$ cat config.mk
export PLATFORM = sky130hd
export DESIGN_NAME = dmem_lsu_flat
export DESIGN_NICKNAME = d
export VERILOG_FILES = /design/src/rtl/dmem_lsu_pkg.sv /design/src/rtl/dmem_lsu_if.sv /design/src/rtl/lsu_align.sv /design/src/rtl/dmem_lsu.sv /design/src/flat_wrapper.sv
export SDC_FILE = /design/constraint.sdc
export NUM_CORES = 1
export LEC_CHECK = 0
export ABC_AREA = 1
export BUFFER_PORTS_ARGS = -buffer_cell sky130_fd_sc_hd__buf_2
export CELL_PAD_IN_SITES_DETAIL_PLACEMENT = 0
export CELL_PAD_IN_SITES_GLOBAL_PLACEMENT = 1
export CORE_ASPECT_RATIO = 1.5
export CORE_UTILIZATION = 38
export CTS_CLUSTER_SIZE = 14
export DETAILED_ROUTE_END_ITERATION = 10
export GPL_TIMING_DRIVEN = 0
export HOLD_SLACK_MARGIN = 0.12
export PLACE_DENSITY_LB_ADDON = 0.1
export REMOVE_ABC_BUFFERS = 1
export SLEW_MARGIN = 10
export SYNTH_ARGS = -nofsm -noshare
export SYNTH_HDL_FRONTEND = slang
export SYNTH_SLANG_ARGS = --single-unit
export TNS_END_PERCENT = 1
$ cat constraint.sdc
create_clock -name clk -period 3.33 [get_ports clk]
set_clock_uncertainty 0.05 [all_clocks]
set_input_delay 0.4995 -clock clk [delete_from_list [all_inputs] [get_ports clk]]
set_output_delay 0.4995 -clock clk [all_outputs]
set_load 0.01 [all_outputs]
$ cat src/rtl/dmem_lsu_pkg.sv
// dmem_lsu_pkg
// Shared definitions for the load/store unit.
// Contents:
//   - lsu_state_e   : FSM state encoding
//   - F3_*          : RV32I load/store funct3 codes
//   - ERR_*         : response error codes
//   - classify_req  : request legality/alignment/range check in priority order
package dmem_lsu_pkg;

  typedef enum logic [2:0] {
    ST_IDLE   = 3'd0,
    ST_LOAD   = 3'd1,
    ST_RMW_RD = 3'd2,
    ST_WRITE  = 3'd3,
    ST_RESP   = 3'd4
  } lsu_state_e;

  localparam logic [2:0] F3_B  = 3'b000;
  localparam logic [2:0] F3_H  = 3'b001;
  localparam logic [2:0] F3_W  = 3'b010;
  localparam logic [2:0] F3_BU = 3'b100;
  localparam logic [2:0] F3_HU = 3'b101;

  localparam logic [1:0] ERR_OK       = 2'b00;
  localparam logic [1:0] ERR_MISALIGN = 2'b01;
  localparam logic [1:0] ERR_RANGE    = 2'b10;
  localparam logic [1:0] ERR_ILLEGAL  = 2'b11;

  // Illegal funct3 outranks misalignment, which outranks out-of-range.
  // Stores have no unsigned variants, so BU/HU are illegal for them.
  function automatic logic [1:0] classify_req(
    input logic       we,
    input logic [2:0] funct3,
    input logic [1:0] addr_lo,
    input logic       in_range
  );
    logic       legal;
    logic       misaligned;
    logic [1:0] err;
    if (we) begin
      legal = (funct3 == F3_B) || (funct3 == F3_H) || (funct3 == F3_W);
    end else begin
      legal = (funct3 == F3_B) || (funct3 == F3_H) || (funct3 == F3_W) ||
              (funct3 == F3_BU) || (funct3 == F3_HU);
    end
    case (funct3)
      F3_H, F3_HU: misaligned = addr_lo[0];
      F3_W:        misaligned = (addr_lo != 2'b00);
      default:     misaligned = 1'b0;
    endcase
    if (!legal) begin
      err = ERR_ILLEGAL;
    end else if (misaligned) begin
      err = ERR_MISALIGN;
    end else if (!in_range) begin
      err = ERR_RANGE;
    end else begin
      err = ERR_OK;
    end
    return err;
  endfunction

endpackage

$ cat src/rtl/dmem_lsu_if.sv
// dmem_lsu_if
// Bundles the core-side request/response handshake and the word-only data
// memory bus of the load/store unit.
// Modports:
//   slave  : the LSU view (takes requests, drives memory strobes)
//   master : the environment view (core issuing requests + memory model)
// Signals:
//   req_valid/req_ready/req_we/req_funct3/req_addr/req_wdata : request
//   resp_valid/resp_rdata/resp_err                           : completion pulse
//   busy                                                     : LSU not idle
//   mem_read/mem_write/mem_addr/mem_wdata/mem_rdata          : memory bus
interface dmem_lsu_if;

  logic        req_valid;
  logic        req_ready;
  logic        req_we;
  logic [2:0]  req_funct3;
  logic [31:0] req_addr;
  logic [31:0] req_wdata;

  logic        resp_valid;
  logic [31:0] resp_rdata;
  logic [1:0]  resp_err;
  logic        busy;

  logic        mem_read;
  logic        mem_write;
  logic [31:0] mem_addr;
  logic [31:0] mem_wdata;
  logic [31:0] mem_rdata;

  modport slave (
    input  req_valid, req_we, req_funct3, req_addr, req_wdata, mem_rdata,
    output req_ready, resp_valid, resp_rdata, resp_err, busy,
           mem_read, mem_write, mem_addr, mem_wdata
  );

  modport master (
    output req_valid, req_we, req_funct3, req_addr, req_wdata, mem_rdata,
    input  req_ready, resp_valid, resp_rdata, resp_err, busy,
           mem_read, mem_write, mem_addr, mem_wdata
  );

endinterface

$ cat src/rtl/lsu_align.sv
// lsu_align
// Purely combinational lane logic for the load/store unit.
// Ports:
//   mem_word   in  32  word read from data memory
//   wdata      in  16  right-aligned store data (only SB/SH use it)
//   byte_off   in   2  addr[1:0] of the access
//   funct3     in   3  RV32I access size/sign code
//   load_value out 32  selected lane, sign- or zero-extended
//   store_word out 32  mem_word with the addressed lane(s) replaced
module lsu_align
  import dmem_lsu_pkg::*;
(
  input  logic [31:0] mem_word,
  input  logic [15:0] wdata,
  input  logic [1:0]  byte_off,
  input  logic [2:0]  funct3,
  output logic [31:0] load_value,
  output logic [31:0] store_word
);

  logic [7:0]  byte_lane;
  logic [15:0] half_lane;

  always_comb begin
    byte_lane = 8'h00;
    case (byte_off)
      2'd0: byte_lane = mem_word[7:0];
      2'd1: byte_lane = mem_word[15:8];
      2'd2: byte_lane = mem_word[23:16];
      2'd3: byte_lane = mem_word[31:24];
      default: byte_lane = 8'h00;
    endcase
    half_lane = byte_off[1] ? mem_word[31:16] : mem_word[15:0];

    case (funct3)
      F3_B:    load_value = {{24{byte_lane[7]}}, byte_lane};
      F3_H:    load_value = {{16{half_lane[15]}}, half_lane};
      F3_BU:   load_value = {24'h000000, byte_lane};
      F3_HU:   load_value = {16'h0000, half_lane};
      default: load_value = mem_word;
    endcase
  end

  // Full-word stores never pass through here, so any other funct3 leaves
  // the word untouched.
  always_comb begin
    store_word = mem_word;
    case (funct3)
      F3_B: begin
        case (byte_off)
          2'd0: store_word[7:0]   = wdata[7:0];
          2'd1: store_word[15:8]  = wdata[7:0];
          2'd2: store_word[23:16] = wdata[7:0];
          2'd3: store_word[31:24] = wdata[7:0];
          default: store_word = mem_word;
        endcase
      end
      F3_H: begin
        if (byte_off[1]) begin
          store_word[31:16] = wdata;
        end else begin
          store_word[15:0] = wdata;
        end
      end
      default: store_word = mem_word;
    endcase
  end

endmodule

$ cat src/rtl/dmem_lsu.sv
// dmem_lsu
// Multi-cycle load/store initiator between the core memory stage and a
// word-only data memory. Sub-word stores are done as read-modify-write,
// sub-word loads are extended, and bad requests are answered with an error
// code without any memory access.
// Ports:
//   clk   in  rising-edge clock
//   rst   in  synchronous active-high reset
//   bus   dmem_lsu_if.slave : request/response handshake and memory bus
// Parameters:
//   MEM_WORDS : number of 32-bit words behind the memory bus
module dmem_lsu
  import dmem_lsu_pkg::*;
#(
  parameter int MEM_WORDS = 256
) (
  input  logic       clk,
  input  logic       rst,
  dmem_lsu_if.slave  bus
);

  lsu_state_e  state_q, state_d;
  logic [2:0]  funct3_q, funct3_d;
  logic [31:0] addr_q, addr_d;
  logic [15:0] wdata_q, wdata_d;
  logic [31:0] merged_q, merged_d;
  logic [31:0] resp_rdata_q, resp_rdata_d;
  logic [1:0]  resp_err_q, resp_err_d;

  logic        accept;
  logic        in_range;
  logic [1:0]  req_err;
  logic        mem_active;
  logic [31:0] load_value;
  logic [31:0] store_word;

  lsu_align u_align (
    .mem_word   (bus.mem_rdata),
    .wdata      (wdata_q),
    .byte_off   (addr_q[1:0]),
    .funct3     (funct3_q),
    .load_value (load_value),
    .store_word (store_word)
  );

  assign bus.req_ready = (state_q == ST_IDLE) && !rst;
  assign accept        = bus.req_valid && bus.req_ready;
  assign in_range      = (bus.req_addr[31:2] < 30'(MEM_WORDS));
  assign req_err       = classify_req(bus.req_we, bus.req_funct3,
                                      bus.req_addr[1:0], in_range);

  // The request kind is carried by the state itself, so only the fields
  // needed later (size, address, low store data) are latched.
  always_comb begin
    state_d      = state_q;
    funct3_d     = funct3_q;
    addr_d       = addr_q;
    wdata_d      = wdata_q;
    merged_d     = merged_q;
    resp_rdata_d = resp_rdata_q;
    resp_err_d   = resp_err_q;
    case (state_q)
      ST_IDLE: begin
        if (accept) begin
          funct3_d = bus.req_funct3;
          addr_d   = bus.req_addr;
          wdata_d  = bus.req_wdata[15:0];
          if (req_err != ERR_OK) begin
            resp_err_d   = req_err;
            resp_rdata_d = 32'h0;
            state_d      = ST_RESP;
          end else if (!bus.req_we) begin
            state_d = ST_LOAD;
          end else if (bus.req_funct3 == F3_W) begin
            merged_d = bus.req_wdata;
            state_d  = ST_WRITE;
          end else begin
            state_d = ST_RMW_RD;
          end
        end
      end
      ST_LOAD: begin
        resp_rdata_d = load_value;
        state_d      = ST_RESP;
      end
      ST_RMW_RD: begin
        merged_d = store_word;
        state_d  = ST_WRITE;
      end
      ST_WRITE: begin
        state_d = ST_RESP;
      end
      ST_RESP: begin
        resp_rdata_d = 32'h0;
        resp_err_d   = ERR_OK;
        state_d      = ST_IDLE;
      end
      default: begin
        state_d = ST_IDLE;
      end
    endcase
  end

  always_ff @(posedge clk) begin
    if (rst) begin
      state_q      <= ST_IDLE;
      funct3_q     <= 3'b000;
      addr_q       <= 32'h0;
      wdata_q      <= 16'h0;
      merged_q     <= 32'h0;
      resp_rdata_q <= 32'h0;
      resp_err_q   <= ERR_OK;
    end else begin
      state_q      <= state_d;
      funct3_q     <= funct3_d;
      addr_q       <= addr_d;
      wdata_q      <= wdata_d;
      merged_q     <= merged_d;
      resp_rdata_q <= resp_rdata_d;
      resp_err_q   <= resp_err_d;
    end
  end

  // Strobes are masked by rst so a reset landing on the WRITE cycle can
  // never corrupt memory; the bus is driven to zero outside memory states.
  assign mem_active    = (state_q == ST_LOAD) || (state_q == ST_RMW_RD) ||
                         (state_q == ST_WRITE);
  assign bus.mem_read  = !rst && ((state_q == ST_LOAD) || (state_q == ST_RMW_RD));
  assign bus.mem_write = !rst && (state_q == ST_WRITE);
  assign bus.mem_addr  = mem_active ? {addr_q[31:2], 2'b00} : 32'h0;
  assign bus.mem_wdata = (state_q == ST_WRITE) ? merged_q : 32'h0;

  assign bus.resp_valid = (state_q == ST_RESP) && !rst;
  assign bus.resp_rdata = resp_rdata_q;
  assign bus.resp_err   = resp_err_q;
  assign bus.busy       = (state_q != ST_IDLE);

endmodule

$ cat src/flat_wrapper.sv
// flat-port wrapper written by rule: the top's interface ports become plain ports
module dmem_lsu_flat import dmem_lsu_pkg::*;
#(
  parameter int MEM_WORDS = 256
)
  (clk, rst, bus_req_valid, bus_req_we, bus_req_funct3, bus_req_addr, bus_req_wdata, bus_mem_rdata, bus_req_ready, bus_resp_valid, bus_resp_rdata, bus_resp_err, bus_busy, bus_mem_read, bus_mem_write, bus_mem_addr, bus_mem_wdata);
  dmem_lsu_if bus_i ();
  input  logic clk;
  input  logic rst;
  input wire logic [$bits(bus_i.req_valid)-1:0] bus_req_valid;
  input wire logic [$bits(bus_i.req_we)-1:0] bus_req_we;
  input wire logic [$bits(bus_i.req_funct3)-1:0] bus_req_funct3;
  input wire logic [$bits(bus_i.req_addr)-1:0] bus_req_addr;
  input wire logic [$bits(bus_i.req_wdata)-1:0] bus_req_wdata;
  input wire logic [$bits(bus_i.mem_rdata)-1:0] bus_mem_rdata;
  output wire logic [$bits(bus_i.req_ready)-1:0] bus_req_ready;
  output wire logic [$bits(bus_i.resp_valid)-1:0] bus_resp_valid;
  output wire logic [$bits(bus_i.resp_rdata)-1:0] bus_resp_rdata;
  output wire logic [$bits(bus_i.resp_err)-1:0] bus_resp_err;
  output wire logic [$bits(bus_i.busy)-1:0] bus_busy;
  output wire logic [$bits(bus_i.mem_read)-1:0] bus_mem_read;
  output wire logic [$bits(bus_i.mem_write)-1:0] bus_mem_write;
  output wire logic [$bits(bus_i.mem_addr)-1:0] bus_mem_addr;
  output wire logic [$bits(bus_i.mem_wdata)-1:0] bus_mem_wdata;
  assign bus_i.req_valid = bus_req_valid;
  assign bus_i.req_we = bus_req_we;
  assign bus_i.req_funct3 = bus_req_funct3;
  assign bus_i.req_addr = bus_req_addr;
  assign bus_i.req_wdata = bus_req_wdata;
  assign bus_i.mem_rdata = bus_mem_rdata;
  assign bus_req_ready = bus_i.req_ready;
  assign bus_resp_valid = bus_i.resp_valid;
  assign bus_resp_rdata = bus_i.resp_rdata;
  assign bus_resp_err = bus_i.resp_err;
  assign bus_busy = bus_i.busy;
  assign bus_mem_read = bus_i.mem_read;
  assign bus_mem_write = bus_i.mem_write;
  assign bus_mem_addr = bus_i.mem_addr;
  assign bus_mem_wdata = bus_i.mem_wdata;
  dmem_lsu #(.MEM_WORDS(MEM_WORDS)) u_core (.clk(clk), .rst(rst), .bus(bus_i));
endmodule
==> reports/metrics.cfg, run 1 <==
[synth]
synth_edf_count=0
syn_area_per_cell_um2=5.98
syn-instance-count=1229
synthTopCellsByArea=dfxtp_1 33%, nand2_1 17%, nor2_1 8.3%, nand3_1 8.2%, a21oi_1 7.6%
yosysTopAreaCell=dfxtp_1
synthTopCellsByCount=328 x nand2_1, 162 x nor2_1, 137 x inv_1
netlist_area_um2=7350
ys.flop_type=dfxtp_1
ys_seq_area_frac=0.327
ys_ff_latch=120
async_reset_ff_frac=0
ys_warn_count=0
yosysUniqueCellTypes=34
synth_top_area_share=0.327
yosys.cell_count.top_type=nand2_1

[cts]
numCtsBuffers=17
cts_tree=done
clockBufferDepth=2
clock_latency_ns=0.42
cts.root.buffer_cell=clkbuf_16
htree_levels=4
cts.hold.buffers_added=0
clock_sinks=120
clk_pin_slew_ns=0.06
postCtsSetupBuffers=0

[grt]
grtUsageTotal=0.259
antenna_found_initial=0
grt_max_degree=104
grt_first_pass_wirelength_um=39700
first_global_vias=7762
grt-ovfl-total=0

[placement]
io_buffers=203
dpl-instance-area_um2=8450
place.gp.congestion=0.845
hpwl_um=17300

[worst_setup_path]
crit_path_start_kind=flop
crit_chain=inv_2, nor3_4, buf_8, clkinvlp_4, a21oi_1, buf_2
cp_data_required_time_ns=2.78
reg2regPathDepth=10
r2r_slack_ns=0.37
max_stage_delay_ns=0.46
worstReg2RegEnd=u_core.merged_q[21]$_SDFFE_PP0P_
end_kind=output port
critical_path_class=reg2out
r2r_start=u_core.addr_q[1]$_SDFFE_PP0P_
crit_end=bus_mem_read
crit_path_top_delay_cell=dfxtp_1
cp-startpoint=u_core.state_q[1]$_SDFFE_PP0P_
path_max_fanout=18
arrival_ns=2.45

[floorplanning]
coreArea_um2=18800
start_util=0.391
fp.dieH_um=172
die_w_um=116
die_area_um2=19900
boundaryPins=206
row_count=61

[hold_path]
hold_class=in2reg
min-delay-start=bus_req_addr[4]

[finish]
fin_area_um2=9060
final_core_util=0.482
final_layout_size_suffix_gt1_frac=0.210
area_delta_synth_final_pct=23.2
num-fill-cells=2159
fin_nets=1485

[power_and_ir_drop]
p_leak_nw=4.40
swShare=0.313
peakVddDrop_v=0.000274
comb_power_share=0.166
finalPower_mw=4.03
intPower_mw=2.77
switchingPower_mw=1.26
share_seq_of_total_power=0.380
p_clk_frac=0.453
powerDensity_nw_per_um2=444

[drt]
drtPass1Iterations=5
postRouteAntennaNets=0
remaining_drc_errors=0
via_per_inst=4.93
detail_route.iter0.violations=452
wl_per_cell_um=15.0
via_count=8126
wirelength_um=24800

[timing]
worst_slew_pin_slew_ns=1.04
hold_violations=0
slew_headroom=0.303
setup_viol=0
clock.fmax_mhz=333
report.final.slew_viol_count=0
period_minus_slack_ns=3.00
whs_ns=0.308
rsz0062_at_grt=no
layout_worst_path_cycle_share=0.901

[flow_run]
max_cap_viol_count=0

[outcome]
outcome=finished clean

==> per-layer routing <==
metal	GRT usage	vias up	share of wire
li1	-	4199	-
met3	0.0519	31	0.055
met4	0.0949	0	0.024
met2	0.456	233	0.50
met1	0.306	3663	0.42
met5	0	-	0
==> worst min-delay path by stage <==
stage                                                end  cells after the start
after floorplan           u_core.addr_q[12]$_SDFFE_PP0P_                      2
after global placement    u_core.addr_q[26]$_SDFFE_PP0P_                      2
after detailed placement   u_core.addr_q[5]$_SDFFE_PP0P_                      2
after CTS                  u_core.addr_q[7]$_SDFFE_PP0P_                      3
after global routing       u_core.addr_q[3]$_SDFFE_PP0P_                      3
final                      u_core.addr_q[4]$_SDFFE_PP0P_                      3
==> registers in the layout, indices dropped and copies added (netlist names) <==
name,cells
u_core.addr_q,32
u_core.funct3_q,3
u_core.merged_q,32
u_core.bus.resp_rdata,32
u_core.bus.resp_err,2
u_core.state_q,3
u_core.wdata_q,16
==> layout make-up <==
| type | instances | area (um^2) | share of cell area |
|---|---|---|---|
| sequential | 120 | 2410 | 0.266 |
| timing repair buffer | 210 | 1160 | 0.128 |
| inverter | 146 | 559 | 0.0618 |
| multi-input combinational | 887 | 4030 | 0.445 |
| tap | 252 | 315 | 0.0348 |
| clock inverter | 14 | 139 | 0.0153 |
| antenna | 2 | 5.00 | 0.000553 |
| clock buffer | 18 | 439 | 0.0485 |
==> worst max-delay path, delay by kind of cell, from the launching register on <==
family	cells	cell delay, ns
AND/OR/NAND/NOR	1	0.44
buffers and inverters	4	0.88
AO/OA/AOI/OAI	1	0.25
flip-flops	1	0.46
==> layout by cell type (no fill, tap or decap), types with 4 or more instances in the layout <==
cell type / count
nor3_1: 16
a21o_1: 5
inv_2: 4
o211ai_1: 9
or2_2: 18
buf_2: 202
nor2_1: 162
nand2_1: 328
dfxtp_1: 118
inv_1: 137
nor2_2: 5
a21oi_1: 111
o21ai_0: 71
nand4_1: 20
inv_6: 5
clkbuf_16: 17
nand3_1: 119
clkinvlp_4: 4
==> per-stage QoR <==
step	setup TNS (ns)	std cells	setup slack [ns]
floorplan	-0.294	1153	-0.0367
global placement	-106.97	1608	-1.80
detailed placement	-19.44	1615	-0.594
CTS	0	1647	0.0455
global route	0	1647	0.0310
finish	0	1649	0.329
==> power groups by stage <==
stage	registers [mW]	logic [mW]	clock network, mW
3_3_place_gp	1.57	0.651	0
2_1_floorplan	1.56	0.407	0
3_5_place_dp	1.56	0.669	0
6_report	1.53	0.670	1.82
4_1_cts	1.53	0.672	1.87
5_1_grt	1.54	0.758	1.93
==> cells by family (layout without fill, tap and decap cells) <==
kind of cell | count (synthesis) | after routing | synth area share
and+or+nand+nor | 682 | 682 | 0.400
buffers and inverters | 223 | 388 | 0.128
AOI/OAI and AO/OA | 203 | 203 | 0.145
DFF | 120 | 120 | 0.327
other | 1 | 4 | 0.000510
==> what timing repair did <==
action / in CTS / in global routing
hold endpoints to repair: 0 / 0
endpoints found under the setup margin: 57 / 36
resized for setup: 3 / 3
pin swaps: 0 / 0
(Power assumes the default switching activity.)
==> run 2: changes to the inputs <==
--- a/config.mk
+++ b/config.mk
@@ -16,8 +16,9 @@
 export GPL_TIMING_DRIVEN = 0
 export HOLD_SLACK_MARGIN = 0.12
 export PLACE_DENSITY_LB_ADDON = 0.1
+export RECOVER_POWER = 50
 export REMOVE_ABC_BUFFERS = 1
-export SLEW_MARGIN = 10
+export SLEW_MARGIN = 20
 export SYNTH_ARGS = -nofsm -noshare
 export SYNTH_HDL_FRONTEND = slang
 export SYNTH_SLANG_ARGS = --single-unit
==> reports/metrics.cfg, run 2 (synthesis results as in run 1) <==
[outcome]
outcome=finished clean

[placement]
post-place-ws_ns=-0.247
dpl-instance-area_um2=8450
hpwl_um=17400
place.gp.congestion=0.845
io_buffers=203

[worst_setup_path]
path_depth=10
crit_path_start_kind=flop
path_max_fanout=35
critical_path_class=reg2reg
reg2regPathDepth=10
r2r_start=u_core.addr_q[1]$_SDFFE_PP0P_
cpMostUsedCell=nand2_1
critical_path.top_delay_family=simple AND/OR/NAND/NOR gates
crit_end=u_core.merged_q[21]$_SDFFE_PP0P_
worstPathBufferInverterCount=2
max_stage_delay_ns=0.81
arrival_ns=3.33
cp-startpoint=u_core.addr_q[1]$_SDFFE_PP0P_
worstReg2RegEnd=u_core.merged_q[21]$_SDFFE_PP0P_
end_kind=flop
cp_data_required_time_ns=3.64
r2r_slack_ns=0.32
crit_path_top_delay_cell=dfxtp_2
crit_chain=clkinv_2, nor2_2, inv_1, nand2_1, nand3_1, nand4_1, nand2_1, nand3_1, nand2_1, nor2_1

[drt]
remaining_drc_errors=0
detail_route.iter0.violations=504
postRouteAntennaNets=0
via_count=8168
wl_per_cell_um=15.2
via_per_inst=4.94
drtPass1Iterations=8
wirelength_um=25100

[grt]
first_global_vias=7650
grtUsageTotal=0.258
gr-usage-met2=0.463
grt_first_pass_wirelength_um=39600
gr-usage-met3=0.0554
antenna_found_initial=3
grt-ovfl-total=0
grt_max_degree=104
grtUsageMet1=0.302
top_usage_layer=met2

[timing]
period_minus_slack_ns=3.01
setup_viol=0
slew_headroom=0.307
worst_slew_pin_slew_ns=1.04
rsz0062_at_grt=no
hold_violations=0
clock.fmax_mhz=332
report.final.slew_viol_count=0
setup_slack_ns=0.316
layout_worst_path_cycle_share=0.905

[cts]
numCtsBuffers=17
clk_pin_slew_ns=0.06
cts.hold.buffers_added=0
cts.root.buffer_cell=clkbuf_16
cts_tree=done
htree_levels=4
clockBufferDepth=2
clock_latency_ns=0.42
clock_sinks=120
postCtsSetupBuffers=0

[finish]
fin_area_um2=9000
fin_nets=1486
layout_commonest_cell=nand2_1
num-fill-cells=2211
layout_common_cells=329 x nand2_1, 162 x nor2_1, 150 x buf_2
final_core_util=0.479
area_delta_synth_final_pct=22.4
final_layout_size_suffix_gt1_frac=0.171

[flow_run]
max_cap_viol_count=0

[power_and_ir_drop]
p_leak_nw=4.19
powerDensity_nw_per_um2=457
finalPower_mw=4.11
peakVddDrop_v=0.000272

[floorplanning]
coreArea_um2=18800
die_area_um2=19900
die_w_um=116
fp.dieH_um=172
boundaryPins=206
row_count=61
start_util=0.391

[hold_path]
hold_class=in2reg

[run 2: worst min path at each step]
stage / start / endpoint / slack, ns / depth (start not counted)
floorplan: u_core.addr_q[12]$_SDFFE_PP0P_ / u_core.addr_q[12]$_SDFFE_PP0P_ / 0.38 / 2
detailed placement: u_core.addr_q[26]$_SDFFE_PP0P_ / u_core.addr_q[26]$_SDFFE_PP0P_ / 0.40 / 2
global route: bus_req_addr[3] / u_core.addr_q[3]$_SDFFE_PP0P_ / 0.32 / 3
global placement: u_core.addr_q[26]$_SDFFE_PP0P_ / u_core.addr_q[26]$_SDFFE_PP0P_ / 0.39 / 2
finish: bus_req_addr[11] / u_core.addr_q[11]$_SDFFE_PP0P_ / 0.29 / 3
CTS: bus_req_addr[11] / u_core.addr_q[11]$_SDFFE_PP0P_ / 0.28 / 3
[run 2: final cells by class]
cell class,count,area (um^2),share of cell area
repair buffers,211,1080,0.120
clock inverters,14,163,0.0181
inverters,146,559,0.0622
clock buffers,18,439,0.0488
diodes,4,10.0,0.00111
flip-flops and latches,120,2410,0.268
well taps,252,315,0.0350
multi-input cells,887,4030,0.447
[run 2: what timing repair did]
item,CTS,global route
pin swaps,0,0
gates cloned,0,0
resized for setup,2,2
endpoints found under the setup margin,24,3
[run 2: per-stage QoR]
stage | setup TNS, ns | hold WS [ns] | std cells
2_1_floorplan | -0.294 | 0.382 | 1153
3_3_place_gp | -106.97 | 0.391 | 1608
3_5_place_dp | -9.66 | 0.396 | 1616
4_1_cts | 0 | 0.279 | 1648
5_1_grt | 0 | 0.320 | 1649
6_report | 0 | 0.292 | 1652
[run 2: power breakdown]
part / switching [mW] / total, mW / internal, mW
combinational: 0.459 / 0.671 / 0.212
clock: 0.766 / 1.91 / 1.14
sequential: 0.0437 / 1.53 / 1.49
[run 2: metal layers]
layer,vias to the layer above,routed length (um)
li1,4202,-
met1,3711,10500
met2,228,12800
met3,25,1470
met4,2,314
met5,-,10
[run 2: worst reg2reg max path, delay by kind of cell, from the launching register on]
family,cells,cell delay (ns)
AND/OR/NAND/NOR,8,1.14
flip-flops,1,0.81
buffers and inverters,2,0.95
